<file path="config.mk">
export PLATFORM = sky130hd
export DESIGN_NAME = mips_muldiv_ctrl
export DESIGN_NICKNAME = d
export VERILOG_FILES = /design/src/rtl/mips_muldiv_ctrl.sv
export SDC_FILE = /design/constraint.sdc
export NUM_CORES = 1
export LEC_CHECK = 0
export CAP_MARGIN = 10
export CORE_UTILIZATION = 55
export DETAILED_ROUTE_END_ITERATION = 7
export MAX_ROUTING_LAYER = met4
export PLACE_DENSITY = 0.75
export SYNTH_ARGS = -nofsm -noshare
export SYNTH_HDL_FRONTEND = slang
export SYNTH_SLANG_ARGS = --single-unit
</file>
<file path="constraint.sdc">
create_clock -name clk -period 4.4 [get_ports clk]
set_input_delay 0.88 -clock clk [delete_from_list [all_inputs] [get_ports clk]]
set_output_delay 0.88 -clock clk [all_outputs]
set_load 0.03 [all_outputs]
</file>
<file path="src/rtl/mips_muldiv_ctrl.sv">
// rtl/mips_muldiv_ctrl.sv - iterative MIPS multiply/divide sequencer owning HI/LO
module mips_muldiv_ctrl #(
    parameter int WIDTH = 32
) (
    input  logic             clk,
    input  logic             rst_b,
    input  logic             start,
    input  logic [1:0]       op,
    input  logic [WIDTH-1:0] rs_data,
    input  logic [WIDTH-1:0] rt_data,
    input  logic             hi_en,
    input  logic             lo_en,
    input  logic             mf_req,
    output logic             busy,
    output logic             stall,
    output logic             done,
    output logic [WIDTH-1:0] hi,
    output logic [WIDTH-1:0] lo
);

    localparam int CW = $clog2(WIDTH);

    localparam logic [1:0] S_IDLE = 2'd0;
    localparam logic [1:0] S_RUN  = 2'd1;
    localparam logic [1:0] S_FIN  = 2'd2;

    localparam logic [CW-1:0] CNT_LAST = CW'(WIDTH - 1);

    // Sequencer state
    logic [1:0]         state_q, state_d;
    logic [CW-1:0]      cnt_q, cnt_d;
    logic               is_div_q, is_div_d;
    logic               neg_q, neg_d;           // negate product / quotient
    logic               rem_neg_q, rem_neg_d;   // remainder takes dividend sign
    logic               dz_q, dz_d;             // divide by zero
    logic [WIDTH-1:0]   b_q, b_d;               // multiplicand or divisor magnitude
    logic [2*WIDTH-1:0] acc_q, acc_d;           // {upper, lower}: {prod_hi, multiplier} or {rem, quo}

    // Architectural registers and status
    logic [WIDTH-1:0]   hi_q, hi_d;
    logic [WIDTH-1:0]   lo_q, lo_d;
    logic               busy_q, busy_d;
    logic               done_q, done_d;

    // Operand conditioning at issue: op[0]=0 selects the signed variants
    logic               is_signed_in;
    logic               rs_neg;
    logic               rt_neg;
    logic [WIDTH-1:0]   rs_abs;
    logic [WIDTH-1:0]   rt_abs;

    // Iteration datapath
    logic [WIDTH:0]     mul_sum;
    logic [2*WIDTH-1:0] mul_next;
    logic [WIDTH:0]     div_r;
    logic [WIDTH:0]     div_diff;
    logic               div_ge;
    logic [2*WIDTH-1:0] div_next;

    // Final sign fix-up
    logic [2*WIDTH-1:0] prod_fix;
    logic [WIDTH-1:0]   quo_raw;
    logic [WIDTH-1:0]   rem_raw;
    logic [WIDTH-1:0]   quo_fix;
    logic [WIDTH-1:0]   rem_fix;

    // Absolute values of the issuing operands
    always_comb begin
        is_signed_in = ~op[0];
        rs_neg       = is_signed_in & rs_data[WIDTH-1];
        rt_neg       = is_signed_in & rt_data[WIDTH-1];
        rs_abs       = rs_neg ? (~rs_data + 1'b1) : rs_data;
        rt_abs       = rt_neg ? (~rt_data + 1'b1) : rt_data;
    end

    // One shift-add multiply step and one restoring divide step
    always_comb begin
        mul_sum  = {1'b0, acc_q[2*WIDTH-1:WIDTH]} + {1'b0, (acc_q[0] ? b_q : {WIDTH{1'b0}})};
        mul_next = {mul_sum, acc_q[WIDTH-1:1]};

        // Remainder stays below the divisor, so the trial difference never reaches
        // bit WIDTH unless it borrowed; the top bit is therefore the "rem < divisor" flag.
        div_r    = acc_q[2*WIDTH-1:WIDTH-1];
        div_diff = div_r - {1'b0, b_q};
        div_ge   = ~div_diff[WIDTH];
        div_next = div_ge ? {div_diff[WIDTH-1:0], acc_q[WIDTH-2:0], 1'b1}
                          : {div_r[WIDTH-1:0],    acc_q[WIDTH-2:0], 1'b0};
    end

    // Signed results from magnitude results
    always_comb begin
        prod_fix = neg_q ? (~acc_q + 1'b1) : acc_q;
        quo_raw  = acc_q[WIDTH-1:0];
        rem_raw  = acc_q[2*WIDTH-1:WIDTH];
        quo_fix  = neg_q ? (~quo_raw + 1'b1) : quo_raw;
        rem_fix  = rem_neg_q ? (~rem_raw + 1'b1) : rem_raw;
    end

    // Next-state logic for the IDLE/RUN/FIN sequencer and HI/LO
    always_comb begin
        state_d   = state_q;
        cnt_d     = cnt_q;
        is_div_d  = is_div_q;
        neg_d     = neg_q;
        rem_neg_d = rem_neg_q;
        dz_d      = dz_q;
        b_d       = b_q;
        acc_d     = acc_q;
        hi_d      = hi_q;
        lo_d      = lo_q;
        busy_d    = busy_q;
        done_d    = 1'b0;

        case (state_q)
            S_IDLE: begin
                if (start) begin
                    is_div_d  = op[1];
                    neg_d     = rs_neg ^ rt_neg;
                    rem_neg_d = rs_neg;
                    dz_d      = (rt_data == {WIDTH{1'b0}});
                    cnt_d     = '0;
                    busy_d    = 1'b1;
                    state_d   = S_RUN;
                    if (op[1]) begin
                        b_d   = rt_abs;
                        acc_d = {{WIDTH{1'b0}}, rs_abs};
                    end else begin
                        b_d   = rs_abs;
                        acc_d = {{WIDTH{1'b0}}, rt_abs};
                    end
                end else begin
                    if (hi_en) hi_d = rs_data;
                    if (lo_en) lo_d = rs_data;
                end
            end
            S_RUN: begin
                acc_d = is_div_q ? div_next : mul_next;
                cnt_d = cnt_q + 1'b1;
                if (cnt_q == CNT_LAST) state_d = S_FIN;
            end
            S_FIN: begin
                if (is_div_q) begin
                    hi_d = rem_fix;
                    lo_d = dz_q ? {WIDTH{1'b1}} : quo_fix;
                end else begin
                    hi_d = prod_fix[2*WIDTH-1:WIDTH];
                    lo_d = prod_fix[WIDTH-1:0];
                end
                busy_d  = 1'b0;
                done_d  = 1'b1;
                state_d = S_IDLE;
            end
            default: begin
                state_d = S_IDLE;
                busy_d  = 1'b0;
            end
        endcase
    end

    // State registers; reset discards any in-flight operation
    always_ff @(posedge clk or negedge rst_b) begin
        if (!rst_b) begin
            state_q   <= S_IDLE;
            cnt_q     <= '0;
            is_div_q  <= 1'b0;
            neg_q     <= 1'b0;
            rem_neg_q <= 1'b0;
            dz_q      <= 1'b0;
            b_q       <= '0;
            acc_q     <= '0;
            hi_q      <= '0;
            lo_q      <= '0;
            busy_q    <= 1'b0;
            done_q    <= 1'b0;
        end else begin
            state_q   <= state_d;
            cnt_q     <= cnt_d;
            is_div_q  <= is_div_d;
            neg_q     <= neg_d;
            rem_neg_q <= rem_neg_d;
            dz_q      <= dz_d;
            b_q       <= b_d;
            acc_q     <= acc_d;
            hi_q      <= hi_d;
            lo_q      <= lo_d;
            busy_q    <= busy_d;
            done_q    <= done_d;
        end
    end

    // Stall any HI/LO user or new issue while an operation is in flight
    always_comb begin
        stall = busy_q & (start | hi_en | lo_en | mf_req);
    end

    assign busy = busy_q;
    assign done = done_q;
    assign hi   = hi_q;
    assign lo   = lo_q;

endmodule

</file>
==> out/qor.txt <==
Status: complete, but fails checks
Failing checks: design-rule violations
Avg Inst Size Synth: 8.124 um^2
Post-route cell area: 17270 um^2
Worst path top cell family by delay: compound AO/OA/AOI/OAI gates
Slowest Stage Delay on Critical Path: 0.51 ns
Pins Over Slew Limit: 0
Crit path cell chain: inv_1, nor2_1, ha_1, o21ai_0, nor2_1, o31ai_1, o31ai_1, a31oi_1, o31ai_1, a221oi_1, o21ai_0, xnor2_1, o221ai_1
Clock root cell: clkbuf_16
Worst reg-to-reg setup slack: 0.42 ns
Synthesized cell area: 14910 um^2
Cell Count Post-Placement: 2247
Cell Rows: 59
Distinct cells, synth: 83
CTS Sinks: 173
H-tree levels: 4
Syn_nets: 1979
Port Buf Inserts: 138
Register Area: 4330 um^2
Routed wire length: 48.55 mm
Core footprint: 26350 um^2
Clock transition at the registers of the reported paths: 0.08 ns
Crit path buf inv count: 1
Fill cells: 2258
CP endpoint kind: register
Worst hold path type: register to register
Post-DP HPWL: 36.62 mm
Vias per cell: 6.366
Layout cells sized above 1: 6.893%
Most common cell on crit path: o31ai_1
RSZ-0062 raised after global routing: false
Starting DRT DRC Count: 1307
Final Setup Violations: 0
CP max-delay cell: o31ai_1
Critical Path Fanout Max: 4
Post-layout util: 65.52%
Worst R2R End: acc_q[58]
Hold Path Origin: b_q[2]
Static leakage: 7.180 nW
Largest net degree at the start of global routing: 102
WP data arrival: 4.27 ns
Post-CTS Setup Repair Bufs: 0
Fin. Hold Viols: 0
CTS Buf Count: 17
Yosys warns: 0
Area of the multi-input gates: 9893 um^2
Final Power: 15.30 mW
Yosys top cell by area: dfrtp_1
DRT Pass-1 Iters: 8
Max-cap violations: 0
Seq/Total Area, Yosys: 29.04%
DR WL met2: 21.72 mm
Top sig layer: met4
Pre-CTS setup slack: 0.2803 ns
CP Launch Point: acc_q[0]
CTS tree: done
Overall Global Routing Usage: 36.08%
Setup crit start kind: register
P per Cell Area: 886.3 nW/um^2
Min-Delay Endpoint: b_q[2]
Antenna violations before repair: 0
Initial Utilization: 56.56%
Total grt overflow: 0
Most numerous cell in the Yosys netlist: a21oi_1
Vias: 14510
Cts repair resizes: 0
Fin nets: 2075
Boundary Pins: 139
Tmin final: 3.976 ns
Worst clock skew: 0.01883 ns
Hold depth: 2
Ant diodes: 0
CTS max path bufs: 2
FF-to-FF path depth: 13
Cells after Synth: 1835
Synth async-reset ratio: 100.0%
WP data required: 4.69 ns
Largest cells by area after synthesis: dfrtp_1 29%, a21oi_1 6.1%, ha_1 5.9%
Hold Slack: 0.4898 ns
Die ar.: 27770 um^2
Worst Max-Slew Pin Slew: 1.154 ns
Slew HR: 23.04%
Clock latency on the worst-skew pair: 0.45 ns
RD Place Congestion: 0.9535
First-pass GRT wire length: 76.25 mm
Vias in the first global route: 13560
DR DRC count: 15
Number of synthesized register bits: 173
Post-DRT Antenna Nets: 0
Post-synth top cells: 181 x a21oi_1, 173 x dfrtp_1, 171 x o21ai_0
Final setup margin: 0.4240 ns
Area grow syn2layout: 15.83%
Dpl cell area: 16660 um^2
Fmax: 251.5 MHz
Critical R2R Launch: acc_q[0]
WL met1: 22.13 mm
Peak VDD IR: 517.6 uV
Post-synth EDFFs: 0
Die height: 166.6 um
Fin Setup TNS: 0 ns
Final worst-path cycle share: 90.36%
Post-CTS Hold Fix Bufs: 0
Top-area cell type share of the netlist area: 29.04%
Routed length per instance: 21.30 um
Post-synth top flop: dfrtp_1
Met3 routed WL: 3.572 mm
Crit Path Class: register to register
Post-route insts no fill: 2279
Die Wd: 166.6 um
-- state kept, by name, summed over array words and instances (netlist names) --
register,cells
acc_q,64
b_q,32
hi,32
lo,32
cnt_q,5
state_q,2
busy,1
done,1
dz_q,1
is_div_q,1
neg_q,1
rem_neg_q,1
-- tightest hold or removal path, delay by kind of cell (launching register included) --
family	cells	cell delay, ns
AO/OA/AOI/OAI	1	0.06
flip-flops	1	0.35
AND/OR/NAND/NOR	1	0.04
-- final cells by class --
class / count / share of cell area (%)
Clock buffer: 18 / 2.486
Clock inverter: 14 / 1.051
Inverter: 54 / 1.174
Multi-Input combinational cell: 1493 / 57.30
Sequential cell: 173 / 25.08
Tap cell: 335 / 2.428
Timing Repair Buffer: 192 / 10.49
-- worst max-delay path by stage --
stage,to,cells after the start
final,acc_q[58],13
after global routing,acc_q[58],13
after CTS,acc_q[58],13
after detailed placement,acc_q[27],11
after global placement,acc_q[27],11
after floorplan,acc_q[58],15
-- where the power goes --
group | internal (mW) | switching, mW | leakage, nW
Combinational | 4.37 | 6.00 | 4.84
Clock | 0.908 | 0.728 | 0.290
Sequential | 2.40 | 0.901 | 2.05
-- logic make-up after synthesis --
group / after synthesis / synth area share (%)
buffers and inverters: 169 / 4.801
and+or+nand+nor: 528 / 16.99
AOI/OAI and AO/OA: 635 / 27.09
xor gates and xnor gates: 169 / 9.929
adders and majority gates: 72 / 6.144
muxes: 89 / 6.001
DFF: 173 / 29.04
-- metal layers --
layer | GRT usage [%] | vias to the layer above
met4 | 10.79 | 0
met3 | 3.707 | 76
met5 | - | -
met1 | 50.59 | 6947
li1 | - | 6887
met2 | 54.97 | 597
-- cell usage in the layout, fill, tap and decap left out, drive strengths merged, types with 12 or more instances in the layout --
| cell | netlist | layout |
|---|---|---|
| nor3 | 33 | 33 |
| a21o | 35 | 35 |
| nand3 | 28 | 28 |
| nor2 | 160 | 160 |
| and2 | 15 | 15 |
| a21oi | 181 | 181 |
| xnor2 | 76 | 76 |
| a22oi | 13 | 13 |
| o21ai | 181 | 181 |
| nand2 | 169 | 169 |
| ha | 70 | 70 |
| a221o | 34 | 34 |
| a211oi | 61 | 61 |
| nor4 | 17 | 17 |
| clkbuf | 95 | 18 |
| o211ai | 20 | 20 |
| clkdlybuf4s50 | 1 | 136 |
| a31oi | 18 | 18 |
| xor2 | 93 | 93 |
| buf | 18 | 56 |
| or4 | 12 | 12 |
| nor2b | 19 | 19 |
| or3 | 16 | 16 |
| dfrtp | 173 | 173 |
| mux2i | 86 | 86 |
| o41ai | 12 | 12 |
| o31ai | 26 | 26 |
| nand2b | 22 | 22 |
| inv | 53 | 59 |
No activity file was read; power rests on OpenSTA's default activity.
